===== src/rtl/shared_nibble_adder_sched.sv =====
// Two-requester round-robin scheduler around a single 4-bit ripple adder.
// Wide sums are built one nibble per clock, LSB nibble first.
module ripple_adder (
  input  logic [3:0] a,
  input  logic [3:0] b,
  input  logic       cin,
  output logic [3:0] sum,
  output logic       cout
);
  logic c;

  always_comb begin
    sum = '0;
    c = cin;
    for (int i = 0; i < 4; i++) begin
      sum[i] = a[i] ^ b[i] ^ c;
      c = (a[i] & b[i]) | (c & (a[i] ^ b[i]));
    end
    cout = c;
  end
endmodule

module shared_nibble_adder_sched #(
  parameter int WIDTH = 16
) (
  input  logic             clk,
  input  logic             rst,
  input  logic             req0_valid,
  output logic             req0_ready,
  input  logic [WIDTH-1:0] req0_a,
  input  logic [WIDTH-1:0] req0_b,
  input  logic             req0_cin,
  input  logic             req1_valid,
  output logic             req1_ready,
  input  logic [WIDTH-1:0] req1_a,
  input  logic [WIDTH-1:0] req1_b,
  input  logic             req1_cin,
  output logic             rsp_valid,
  input  logic             rsp_ready,
  output logic [WIDTH-1:0] rsp_sum,
  output logic             rsp_cout,
  output logic             rsp_id
);
  localparam int NIB = WIDTH / 4;
  localparam int CW = (NIB > 1) ? $clog2(NIB) : 1;

  localparam logic [1:0] IDLE = 2'd0;
  localparam logic [1:0] ADD  = 2'd1;
  localparam logic [1:0] DONE = 2'd2;

  logic [1:0]       state;
  logic             last_grant;
  logic             grant;
  logic             accept;
  logic [WIDTH-1:0] a_sh;
  logic [WIDTH-1:0] b_sh;
  logic [WIDTH-1:0] sum_sh;
  logic [WIDTH-1:0] sum_next;
  logic [WIDTH+3:0] sum_cat;
  logic             carry;
  logic             id_reg;
  logic [CW-1:0]    cnt;
  logic [3:0]       nsum;
  logic             ncout;
  logic             last_nib;

  always_comb begin
    grant = ~last_grant;
    unique case (1'b1)
      (req0_valid && !req1_valid): grant = 1'b0;
      (req1_valid && !req0_valid): grant = 1'b1;
      default: grant = ~last_grant;
    endcase
  end

  assign req0_ready = (state == IDLE) && !rst && req0_valid && !grant;
  assign req1_ready = (state == IDLE) && !rst && req1_valid && grant;
  assign accept = req0_ready | req1_ready;
  assign rsp_valid = (state == DONE);

  ripple_adder u_add (
    .a    (a_sh[3:0]),
    .b    (b_sh[3:0]),
    .cin  (carry),
    .sum  (nsum),
    .cout (ncout)
  );

  // New nibble enters at the top; after NIB shifts the LSB nibble is at bit 0.
  assign sum_cat = {nsum, sum_sh};
  assign sum_next = sum_cat[WIDTH+3:4];
  assign last_nib = (cnt == CW'(NIB - 1));

  always_ff @(posedge clk) begin
    if (rst) begin
      state      <= IDLE;
      last_grant <= 1'b1;
      a_sh       <= '0;
      b_sh       <= '0;
      sum_sh     <= '0;
      carry      <= 1'b0;
      id_reg     <= 1'b0;
      cnt        <= '0;
      rsp_sum    <= '0;
      rsp_cout   <= 1'b0;
      rsp_id     <= 1'b0;
    end else begin
      case (state)
        IDLE: begin
          if (accept) begin
            a_sh       <= grant ? req1_a : req0_a;
            b_sh       <= grant ? req1_b : req0_b;
            carry      <= grant ? req1_cin : req0_cin;
            id_reg     <= grant;
            last_grant <= grant;
            cnt        <= '0;
            state      <= ADD;
          end
        end
        ADD: begin
          sum_sh <= sum_next;
          carry  <= ncout;
          a_sh   <= a_sh >> 4;
          b_sh   <= b_sh >> 4;
          cnt    <= cnt + CW'(1);
          if (last_nib) begin
            rsp_sum  <= sum_next;
            rsp_cout <= ncout;
            rsp_id   <= id_reg;
            state    <= DONE;
          end
        end
        DONE: begin
          if (rsp_ready) state <= IDLE;
        end
        default: state <= IDLE;
      endcase
    end
  end
endmodule


===== config.mk =====
export PLATFORM = sky130hd
export DESIGN_NAME = shared_nibble_adder_sched
export DESIGN_NICKNAME = d
export VERILOG_FILES = /design/src/rtl/shared_nibble_adder_sched.sv
export SDC_FILE = /design/constraint.sdc
export NUM_CORES = 1
export LEC_CHECK = 0
export ABC_AREA = 1
export BUFFER_PORTS_ARGS = -buffer_cell sky130_fd_sc_hd__buf_4
export CELL_PAD_IN_SITES_DETAIL_PLACEMENT = 1
export CELL_PAD_IN_SITES_GLOBAL_PLACEMENT = 2
export CORE_MARGIN = 3
export CORE_UTILIZATION = 28
export DETAILED_ROUTE_END_ITERATION = 8
export PLACE_DENSITY_LB_ADDON = 0.25
export SLEW_MARGIN = 10
export SYNTH_ARGS = -nofsm -noshare
export SYNTH_HDL_FRONTEND = slang
export SYNTH_SLANG_ARGS = --single-unit

===== constraint.sdc =====
create_clock -name clk -period 3.05 [get_ports clk]
set_input_delay 0.1525 -clock clk [delete_from_list [all_inputs] [get_ports clk]]
set_output_delay 0.1525 -clock clk [all_outputs]
set_load 0.01 [all_outputs]

; Yosys cells after proc, flatten, opt, wreduce, memory -nomap -nowiden
; Index checks and enable logic that the tools add are counted.
[totals]
register_bits = 73
out_inout_bits = 21
word_cells = 73
[op_classes]
addsub = 1
eq_ne = 6
mux = 16
bitwise_logic = 22
reduce_logical = 17
[ops]
columns = operator, n
row1 = two-way mux 16 bit, 4
row2 = one-hot mux 16 bit (2 select lines), 2
row3 = AND 1 bit, 8
row4 = two-way mux 2 bit, 4
row5 = bitwise XOR 1 bit, 8
row6 = logical AND 1 bit, 7
row7 = one-hot mux 2 bit (3 select lines), 1
row8 = AND reduction 2 bit, 3
row9 = bitwise OR 1 bit, 5
row10 = == test 2 bit (second input constant), 2
row11 = zero test 1 bit, 4
row12 = != test 2 bit (second input constant), 2
row13 = one-hot mux 1 bit (2 select lines), 2
row14 = one-hot mux 2 bit (2 select lines), 1
row15 = AND reduction 3 bit, 1
row16 = adder 2 x 1 -> 2 bit (second input constant), 1
row17 = == test 2 x 1 -> 1 bit (second input constant), 1
row18 = zero test 2 bit, 1
row19 = two-way mux 1 bit, 2
row20 = != test 2 x 1 -> 1 bit (second input constant), 1
row21 = nonzero test 2 bit, 1
row22 = inverter 1 bit, 1

; Depth between registers and ports, before layout
[depth]
depth_word = 10
ltp_mapped = 12
mapped_depth_nobuf = 12

; Hierarchy
; From an unflattened synthesis, not the netlist that was laid out.
[hier_totals]
hier_cells = 523
hier_area_um2 = 3500.9
[modules_own_cells]
columns = module, instances, cells_per_inst, area_each_um2
row1 = shared_nibble_adder_sched, 1, 509, 3383.2
row2 = ripple_adder, 1, 14, 117.6

; Worst setup path after synthesis
; No wires, ideal clock.
[synth_path]
path_type = reg2reg
from = register a_sh[0]
to = register rsp_sum[15]
setup_ns = 0.065
arrival_time_ns = 2.034
required_ns = 2.985
path_slack_ns = 0.951
path_stages_with_launch = 10
path_cell_list = dfxtp_1 > fa_1 > inv_1 > fa_1 > inv_1 > fa_1 > inv_1 > fa_1 > o21a_1 > nor2_1
[synth_between]
elab_chain_len = 8
word_cells_on_any_way = 9
classes_between = bitwise: 9
[synth_lines]
columns = element, line
row1 = start: declaration, 55  ; logic [WIDTH-1:0] a_sh;
row2 = start signal: assignment, 111  ; a_sh <= grant ? req1_a : req0_a;
row3 = start signal: assignment, 123  ; a_sh <= a_sh >> 4;
row4 = bitwise XOR 1 bit, 17  ; c = (a[i] & b[i]) | (c & (a[i] ^ b[i]));
row5 = AND 1 bit, 17
row6 = bitwise OR 1 bit (*), 17
row7 = AND 1 bit (*), 17
row8 = bitwise OR 1 bit (*), 17
row9 = AND 1 bit (*), 17
row10 = bitwise OR 1 bit (*), 17
row11 = bitwise XOR 1 bit (*), 16  ; sum[i] = a[i] ^ b[i] ^ c;
row12 = end signal: assignment, 127  ; rsp_sum <= sum_next;
row13 = end: declaration, 40  ; output logic [WIDTH-1:0] rsp_sum,
; Mark *: on every way between the ends. The rest lies on a longest branch, timed or not.
; A chain may end at the register's enable or synchronous reset.

; Worst setup path after layout
; Ends and elaborated chain as after synthesis.

==> results.cfg <==
[die]
initial_utilization = 0.291
dieArea_um2 = 14000
die-width_um = 118
row_count = 40
dieHeight_um = 118
io_pins = 92
coreArea_um2 = 12200

[cts]
insertion_delay_ns = 0.33
cts_buffers = 9
cts_setup_buffers = 0
cts_root_buf = clkbuf_16
cts_tree = yes
cts_resized = 0
htreeDepth = 3
postCtsHoldBufs = 0
numClockSinks = 69
clk_pin_slew_worst_paths_ns = 0.06
cts_buffer_depth = 2

[setup_path]
rr_worst_depth = 9
crit_slowest_cell = fa_1
cp.required_ns = 3.31
end_kind = register
cp_common_cell = fa_1
arrival_ns = 2.51
cp_num_buf_inv = 3
cp_slowest_stage_delay_ns = 0.44
worstPathCellList = fa_1, inv_1, fa_1, inv_1, fa_1, inv_1, fa_1, o21a_1, nor2_1
cpLargestDelayFamily = adder cells
cp_num_cells = 9
setup.worst_path.start_class = register
critPathKind = register to register
worstPathMaxFanout = 2

[cells_and_area]
nFillCells = 1564
n_antenna_cell = 0
final_util = 0.379
final_common_cell = nand2_1
drive_gt1_frac = 0.211
fin_nets = 664
final_cell_mix = nand2_1, buf_4, nand3_1
layout.cells.non_filler = 760
syn_to_final_growth_pct = 30.1
top_regs = a_sh: 16 flops, b_sh: 16 flops, rsp_sum: 16 flops

[sta]
period_share = 0.737
fmax_ghz = 0.445
finalSetupViolCount = 0
finalWorstPathRequiredPeriod_ns = 2.25
rsz0062_at_grt = no
clock_skew_ns = 0.0105
slew_violations = 0
final_hold_viol_count = 0
worstMarginPinSlew_ns = 0.692
tns_ns = 0
slew_headroom = 0.538

[synthesis]
synth_area_per_cell_um2 = 6.86
synth-seq-cells = 69
synth-seq-area-share = 0.390
synth_area_leader_cell = dfxtp_1
synth_edf_count = 0
synth_cell_types = 23
yosysTopAreaCellShare = 0.390
syn-num-nets = 593
ys.flop_type = dfxtp_1
ys_async_sr_fraction = 0
netlist_area_um2 = 3540
ys_warn_count = 0
synth.area.top_cells = dfxtp_1, nand2_1, nand3_1
netlist_instances = 516

[global_routing]
grt_use_total = 0.155
antenna_found_initial = 0
grt_pass1_vias = 3572
grt_max_degree = 54
grt_overflow_total = 0
grt_pass1_wl_um = 17900

[run_status]
status = finished, final reports clean

[drt]
drc = 0
num_vias = 3584
drt_iter0_markers = 168
ant_nets = 0
routedWlPerCell_um = 14.3
wl_um = 10800
via_per_inst = 4.72
firstDrtPassIters = 4

[place]
dpl.hpwl_um = 7660
placed_cells = 744
io_buffer_count = 91
place.gp.congestion = 0.756

[power_and_ir_drop]
power.density_nw_per_um2 = 584
leakage_nw = 2.08
ir_drop_uv = 284

[worst_hold_path]
holdCritPathClass = input port to register
holdPathStages = 4

[job]
cap_violations = 0
[cell usage after synthesis, types with 6 or more instances]
cell and instances:
a21oi_1 50, buf_2 13, clkbuf_1 16, dfxtp_1 69, inv_1 36, nand2_1 131, nand2_2 6, nand3_1 91
nand3b_1 21, nor2_1 37, o21ai_0 18
[layer usage]
metal | global-route usage | part of all wire | vias to the layer above
li1 | - | - | 1815
met1 | 0.201 | 0.46 | 1690
met2 | 0.262 | 0.49 | 69
met3 | 0.0373 | 0.039 | 10
met4 | 0.0311 | 0.0070 | 0
met5 | 0 | 0 | -
[per-stage QoR]
stage | power (mW) | worst slack (ns) | cell area (um2) | hold slack [ns]
after floorplan | 1.46 | 0.951 | 3540 | 0.324
after global placement | 1.64 | 0.565 | 4300 | 0.415
after detailed placement | 1.65 | 0.490 | 4300 | 0.453
after CTS | 2.73 | 0.791 | 4600 | 0.106
after global routing | 2.85 | 0.655 | 4600 | 0.107
final | 2.69 | 0.803 | 4600 | 0.109
[layout make-up]
type                            count  area (um2)  share of cell area
Sequential cell                    69        1380               0.300
Clock inverter                      6        70.1              0.0152
Multi-Input combinational cell    370        1820               0.396
Tap cell                          168         210              0.0457
Timing Repair Buffer               98         736               0.160
Inverter                           39         146              0.0318
Clock buffer                       10         239              0.0519
[power breakdown]
part,internal [mW],switching (mW),total (mW)
combinational,0.218,0.366,0.585
sequential,0.987,0.0515,1.04
clock,0.659,0.406,1.07
total,1.86,0.824,2.69
[worst register-to-register path: cells and delay by family (launching register included)]
| family | cells | cell delay, ns |
|---|---|---|
| AO/OA/AOI/OAI | 1 | 0.20 |
| AND/OR/NAND/NOR | 1 | 0.07 |
| adder cells (fa/ha/maj) | 4 | 1.38 |
| flip-flops | 1 | 0.33 |
| buffers and inverters | 3 | 0.21 |
[worst paths after layout]
check,startpoint,to,slack (ns)
worst max-delay path,a_sh[0],rsp_sum[15],0.80
worst min-delay path,rsp_ready,state[1],0.11
worst max register to register,a_sh[0],rsp_sum[15],0.80
worst min register to register,rsp_sum[3],rsp_sum[3],0.46
[cells by family after synthesis]
| group | after synthesis | synth area share |
|---|---|---|
| buffers and inverters | 77 | 0.0948 |
| flip-flops | 69 | 0.390 |
| AND/OR/NAND/NOR | 289 | 0.374 |
| AO/OA/AOI/OAI | 75 | 0.111 |
| adder cells (fa/ha/maj) | 6 | 0.0297 |
No activity file was read; power rests on OpenSTA's default activity.
